**config.mk**
```make
export PLATFORM = sky130hd
export DESIGN_NAME = step_pulse_gen
export DESIGN_NICKNAME = d
export VERILOG_FILES = /design/src/rtl/step_gen_pkg.sv /design/src/rtl/pulse_timer.sv /design/src/rtl/step_pulse_gen.sv
export SDC_FILE = /design/constraint.sdc
export NUM_CORES = 1
export LEC_CHECK = 0
export CAP_MARGIN = 5
export CORE_ASPECT_RATIO = 0.6
export CORE_MARGIN = 1.5
export CORE_UTILIZATION = 35
export CTS_BUF_LIST = sky130_fd_sc_hd__clkbuf_8
export DETAILED_ROUTE_END_ITERATION = 12
export HOLD_SLACK_MARGIN = 0.1
export PLACE_DENSITY_LB_ADDON = 0.2
export SYNTH_ARGS = -nofsm -noshare
export SYNTH_HDL_FRONTEND = slang
export SYNTH_HIERARCHICAL = 1
export SYNTH_SLANG_ARGS = --single-unit
export TNS_END_PERCENT = 10
```
**constraint.sdc**
```tcl
create_clock -name clk -period 5 [get_ports clk]
set_input_delay 1.25 -clock clk [delete_from_list [all_inputs] [get_ports clk]]
set_output_delay 1.25 -clock clk [all_outputs]
set_load 0.01 [all_outputs]
```
**src/rtl/step_gen_pkg.sv**
```systemverilog
// Shared encodings for the step pulse generator: FSM states, timing width
// and the "zero means one" clamp used for every timed phase.
package step_gen_pkg;

    localparam int TW = 16;

    localparam logic [1:0] ST_IDLE  = 2'd0;
    localparam logic [1:0] ST_SETUP = 2'd1;
    localparam logic [1:0] ST_HIGH  = 2'd2;
    localparam logic [1:0] ST_LOW   = 2'd3;

    function automatic logic [TW-1:0] clamp1(input logic [TW-1:0] v);
        return (v == '0) ? TW'(1) : v;
    endfunction

endpackage

```
**src/rtl/pulse_timer.sv**
```systemverilog
// Loadable down-counter shared by the SETUP, HIGH and LOW phases.
// done is high in the last cycle of a loaded duration of 'value' cycles.
module pulse_timer
    import step_gen_pkg::*;
(
    input  logic          clk,
    input  logic          rst_n,
    input  logic          load,
    input  logic [TW-1:0] value,
    output logic          done
);

    logic [TW-1:0] cnt;

    always_ff @(posedge clk or negedge rst_n) begin
        if (!rst_n)
            cnt <= '0;
        else if (load)
            cnt <= value;
        else if (cnt != '0)
            cnt <= cnt - TW'(1);
    end

    assign done = (cnt == TW'(1));

endmodule

```
**src/rtl/step_pulse_gen.sv**
```systemverilog
// Turns step request strobes into STEP/DIR pulse trains with guaranteed
// width, gap and DIR setup. Optional position counter: STEP_PULSE_GEN_POSITION_EN.
module step_pulse_gen
    import step_gen_pkg::*;
#(
    parameter int PEND_W       = 8,
    parameter int SETUP_CYCLES = 16
)(
    input  logic              clk,
    input  logic              rst_n,
    input  logic              req,
    input  logic              dir_in,
    input  logic [15:0]       high_cycles,
    input  logic [15:0]       low_cycles,
    output logic              step,
    output logic              dir,
    output logic              busy,
    output logic [PEND_W-1:0] pending,
    output logic              drop
`ifdef STEP_PULSE_GEN_POSITION_EN
   ,output logic [31:0]       position
`endif
);

    localparam logic [TW-1:0] SETUP_LD = TW'((SETUP_CYCLES < 1) ? 1 : SETUP_CYCLES);

    logic [1:0]        state, state_n;
    logic              qdir, dir_n;
    logic              start, dec, ld, done;
    logic [TW-1:0]     ld_val;
    logic              pend_nz, pend_full, acc;
    logic [PEND_W-1:0] pending_n;

    pulse_timer u_timer (
        .clk   (clk),
        .rst_n (rst_n),
        .load  (ld),
        .value (ld_val),
        .done  (done)
    );

    assign pend_nz   = (pending != '0);
    assign pend_full = &pending;
    // Fullness and direction checks use the pre-cycle queue state.
    assign acc       = req && !pend_full && (!pend_nz || (dir_in == qdir));
    assign pending_n = pending + PEND_W'(acc) - PEND_W'(dec);

    always_comb begin
        state_n = state;
        dir_n   = dir;
        start   = 1'b0;
        dec     = 1'b0;
        ld      = 1'b0;
        ld_val  = '0;
        case (state)
            ST_IDLE:  start = pend_nz;
            ST_SETUP: if (done) begin
                state_n = ST_HIGH;
                dec     = 1'b1;
                ld      = 1'b1;
                ld_val  = clamp1(high_cycles);
            end
            ST_HIGH:  if (done) begin
                state_n = ST_LOW;
                ld      = 1'b1;
                ld_val  = clamp1(low_cycles);
            end
            default:  if (done) begin
                if (pend_nz) start   = 1'b1;
                else         state_n = ST_IDLE;
            end
        endcase
        // End of LOW falls straight into the start decision, no IDLE bubble.
        if (start) begin
            ld = 1'b1;
            if (dir != qdir) begin
                state_n = ST_SETUP;
                dir_n   = qdir;
                ld_val  = SETUP_LD;
            end else begin
                state_n = ST_HIGH;
                dec     = 1'b1;
                ld_val  = clamp1(high_cycles);
            end
        end
    end

    always_ff @(posedge clk or negedge rst_n) begin
        if (!rst_n) begin
            state   <= ST_IDLE;
            dir     <= 1'b0;
            qdir    <= 1'b0;
            pending <= '0;
            drop    <= 1'b0;
            step    <= 1'b0;
            busy    <= 1'b0;
        end else begin
            state   <= state_n;
            dir     <= dir_n;
            pending <= pending_n;
            drop    <= req && !acc;
            step    <= (state_n == ST_HIGH);
            busy    <= (state_n != ST_IDLE) || (pending_n != '0);
            if (acc && !pend_nz)
                qdir <= dir_in;
        end
    end

`ifdef STEP_PULSE_GEN_POSITION_EN
    // dir already equals the queued direction whenever HIGH is entered.
    always_ff @(posedge clk or negedge rst_n) begin
        if (!rst_n)
            position <= '0;
        else if (dec)
            position <= dir ? position + 32'd1 : position - 32'd1;
    end
`endif

endmodule
```
==> results.yml <==
grt:
  grt_pass1_wl_um: 10600
  first_global_vias: 2041
  grt_antenna_before_repair: 0
  grt_usage_pct: 17.9
  grt_max_degree: 32
  overflow: 0
critical_path:
  slowest_delay_ps: 460
  worstSetupPathType: "reg2reg"
  cp_max_fo: 12
  cp.buffers_inverters: 3
  cp_cell_sequence: "nor4_4 -> nand2_1 -> nor2_1 -> buf_4 -> nand2_1 -> o21ai_1 -> nand2_4 -> o21ai_0 -> ha_1 -> inv_1 -> ha_1 -> inv_1 -> fa_1 -> nor2b_1 -> o311a_1 -> a21oi_1 -> nor4_4 -> nand4bb_1 -> or4_1"
  crit_slowest_cell: "dfrtp_1"
  arrival_ps: 4410
  path_delay_family: "simple AND/OR/NAND/NOR gates"
  start_kind: "flip-flop"
  critical_path_required_ps: 5160
  endpoint_kind: "flip-flop"
detailed_routing:
  drc: 0
  detail-route-antenna-nets: 0
  drt_iter0_markers: 145
  wl_per_cell_um: 16.1
  dr_total_vias: 2242
  vias_per_cell: 5.44
  wirelength_um: 6630
  first_pass_iters: 4
cts:
  htree_levels: 2
  cts.path.max_buffers: 2
  insertion_delay_ps: 280
  ctsHoldBuffers: 0
  cts_resized: 0
  cts.sinks: 31
  cts_buffers: 5
  tritoncts: "done"
  post_cts_buffers: 0
  path_clk_slew_ps: 70
  cts_root_buf: "clkbuf_8"
sta:
  finalClockSkew_ps: 8.74
  tightest_slew_ps: 543
  setup_viol: 0
  relSlewSlack_pct: 62.7
  fmax_mhz: 236
  setup_ws_ps: 754
  finalCritPeriodShare_pct: 84.9
  final_hold_viol_count: 0
  finalMaxSlewViolations: 0
  holdWs_ps: 619
  rsz0062_at_grt: "no"
  layout_min_cycle_time_ps: 4250
  timing.setup.tns_ps: 0
logic_synthesis:
  yosys_warnings: 6
  netlist_area_um2: 2530
  synth_area_leader_cell: "dfrtp_1"
  synth_edf_count: 0
  synth_area_leaders: "dfrtp_1 31%, ha_1 10%, a22o_1 5.5%, nor4_4 4.2%, nand2_1 3.6%"
  async_reset_ff_share_pct: 100
  ys_seq_elements: 31
  netlist-cell-type-count: 59
  syn_nets: 333
  synth_ff_type: "dfrtp_1"
  yosysMostFrequentCell: "dfrtp_1"
  synth_cells: 275
  synth.avg_cell_area_um2: 9.21
  synth.top_cell.area_share_pct: 30.6
  synthTopCellsByCount: "31 x dfrtp_1, 24 x nand2_1, 22 x inv_1"
  ys_seq_area_share_pct: 30.6
power_and_ir_drop:
  power_mw: 2.07
  ir_drop_mv: 0.180
  leakagePower_nw: 1.36
  pwr-share-seq_pct: 26.8
  p_sw_mw: 0.954
  p_int_mw: 1.11
  swShare_pct: 46.1
  clkPwrFrac_pct: 12.3
  comb_power_share_pct: 60.9
  power_density_nw_per_um2: 646
floorplanning:
  io_pins: 48
  die_area_um2: 7780
  rows: 23
  start_util_pct: 37.0
  die_h_um: 68.9
  core_area_um2: 6850
  dieWidth_um: 113
hold_path:
  hold_path_class: "reg2reg"
layout:
  fin_util_pct: 46.7
  drive_above_1_share_pct: 9.23
  n_antenna_cell: 0
  final_area_um2: 3200
  stdcell_count: 412
  syn2layout_area_growth_pct: 26.4
  nets: 382
placed_design:
  gp_congestion: 0.899
  hpwlAfterDp_um: 5280
  place_area_um2: 3080
  post-place-ws_ps: 682
  dp.cells: 404
  portBuffers: 47
outcome:
  outcome: "complete, no violations"
run:
  drv_cap: 0
## final timing paths
path	start	end	slack, ps	cells past startpoint
worst max-delay path	u_timer/cnt[9]	busy	750	19
max in group asynchronous	rst_n	u_timer/cnt[5]	3320	2
min in group asynchronous	rst_n	pending[7]	1380	2
worst min register to register	dir	dir	620	1
worst max register to register	u_timer/cnt[9]	busy	750	19
worst min-delay path	dir	dir	620	1
## state kept, by name (all words and copies together) (netlist names)
name and cells:
busy 1, dir 1, drop 1, pending 8, qdir 1, state 2
step 1, u_timer/cnt 16
## layer usage
layer  track usage, %  part of all wire [%]
met1             29.1                    58
met2             23.8                    38
met3             2.80                   4.1
met4             4.27                  0.32
met5                0                     0
## cell usage in the layout (no fill, tap or decap), types with 4 or more instances in the layout
master            n
inv_1            22
nor4_1           10
nand2_1          24
ha_1             21
nand3_1           8
nand4_1           5
nor2b_1           5
nor3_1            4
nor2_1           20
xor2_1            7
xnor2_1           5
mux2_2            4
dfrtp_1          31
clkdlybuf4s50_1  47
a21oi_1          10
nor4_4            5
clkbuf_8          6
a22o_1           16
o21ai_0          11
## power groups by stage
stage | logic, mW | registers (mW) | clock network (mW)
floorplan | 0.914 | 0.526 | 0
global placement | 1.23 | 0.552 | 0
detailed placement | 1.25 | 0.555 | 0
CTS | 1.26 | 0.551 | 0.264
global route | 1.39 | 0.572 | 0.275
finish | 1.26 | 0.553 | 0.255
## kinds of logic after synthesis
family | after synthesis | synth area share, %
AO/OA/AOI/OAI | 65 | 18.3
XOR/XNOR | 12 | 4.15
adder cells (fa/ha/maj) | 22 | 11.2
buffers and inverters | 31 | 5.43
flip-flops | 31 | 30.6
multiplexers | 7 | 2.96
AND/OR/NAND/NOR | 107 | 27.4
## area by class of cell
cell class | count | area, um^2
clock buffers | 6 | 82.6
clock inverters | 2 | 35.0
fillers | 661 | 3650
inverters | 23 | 86.3
multi-input cells | 213 | 1620
flip-flops and latches | 31 | 776
well taps | 87 | 109
repair buffers | 50 | 493
Power figures use the tool's default switching activity.
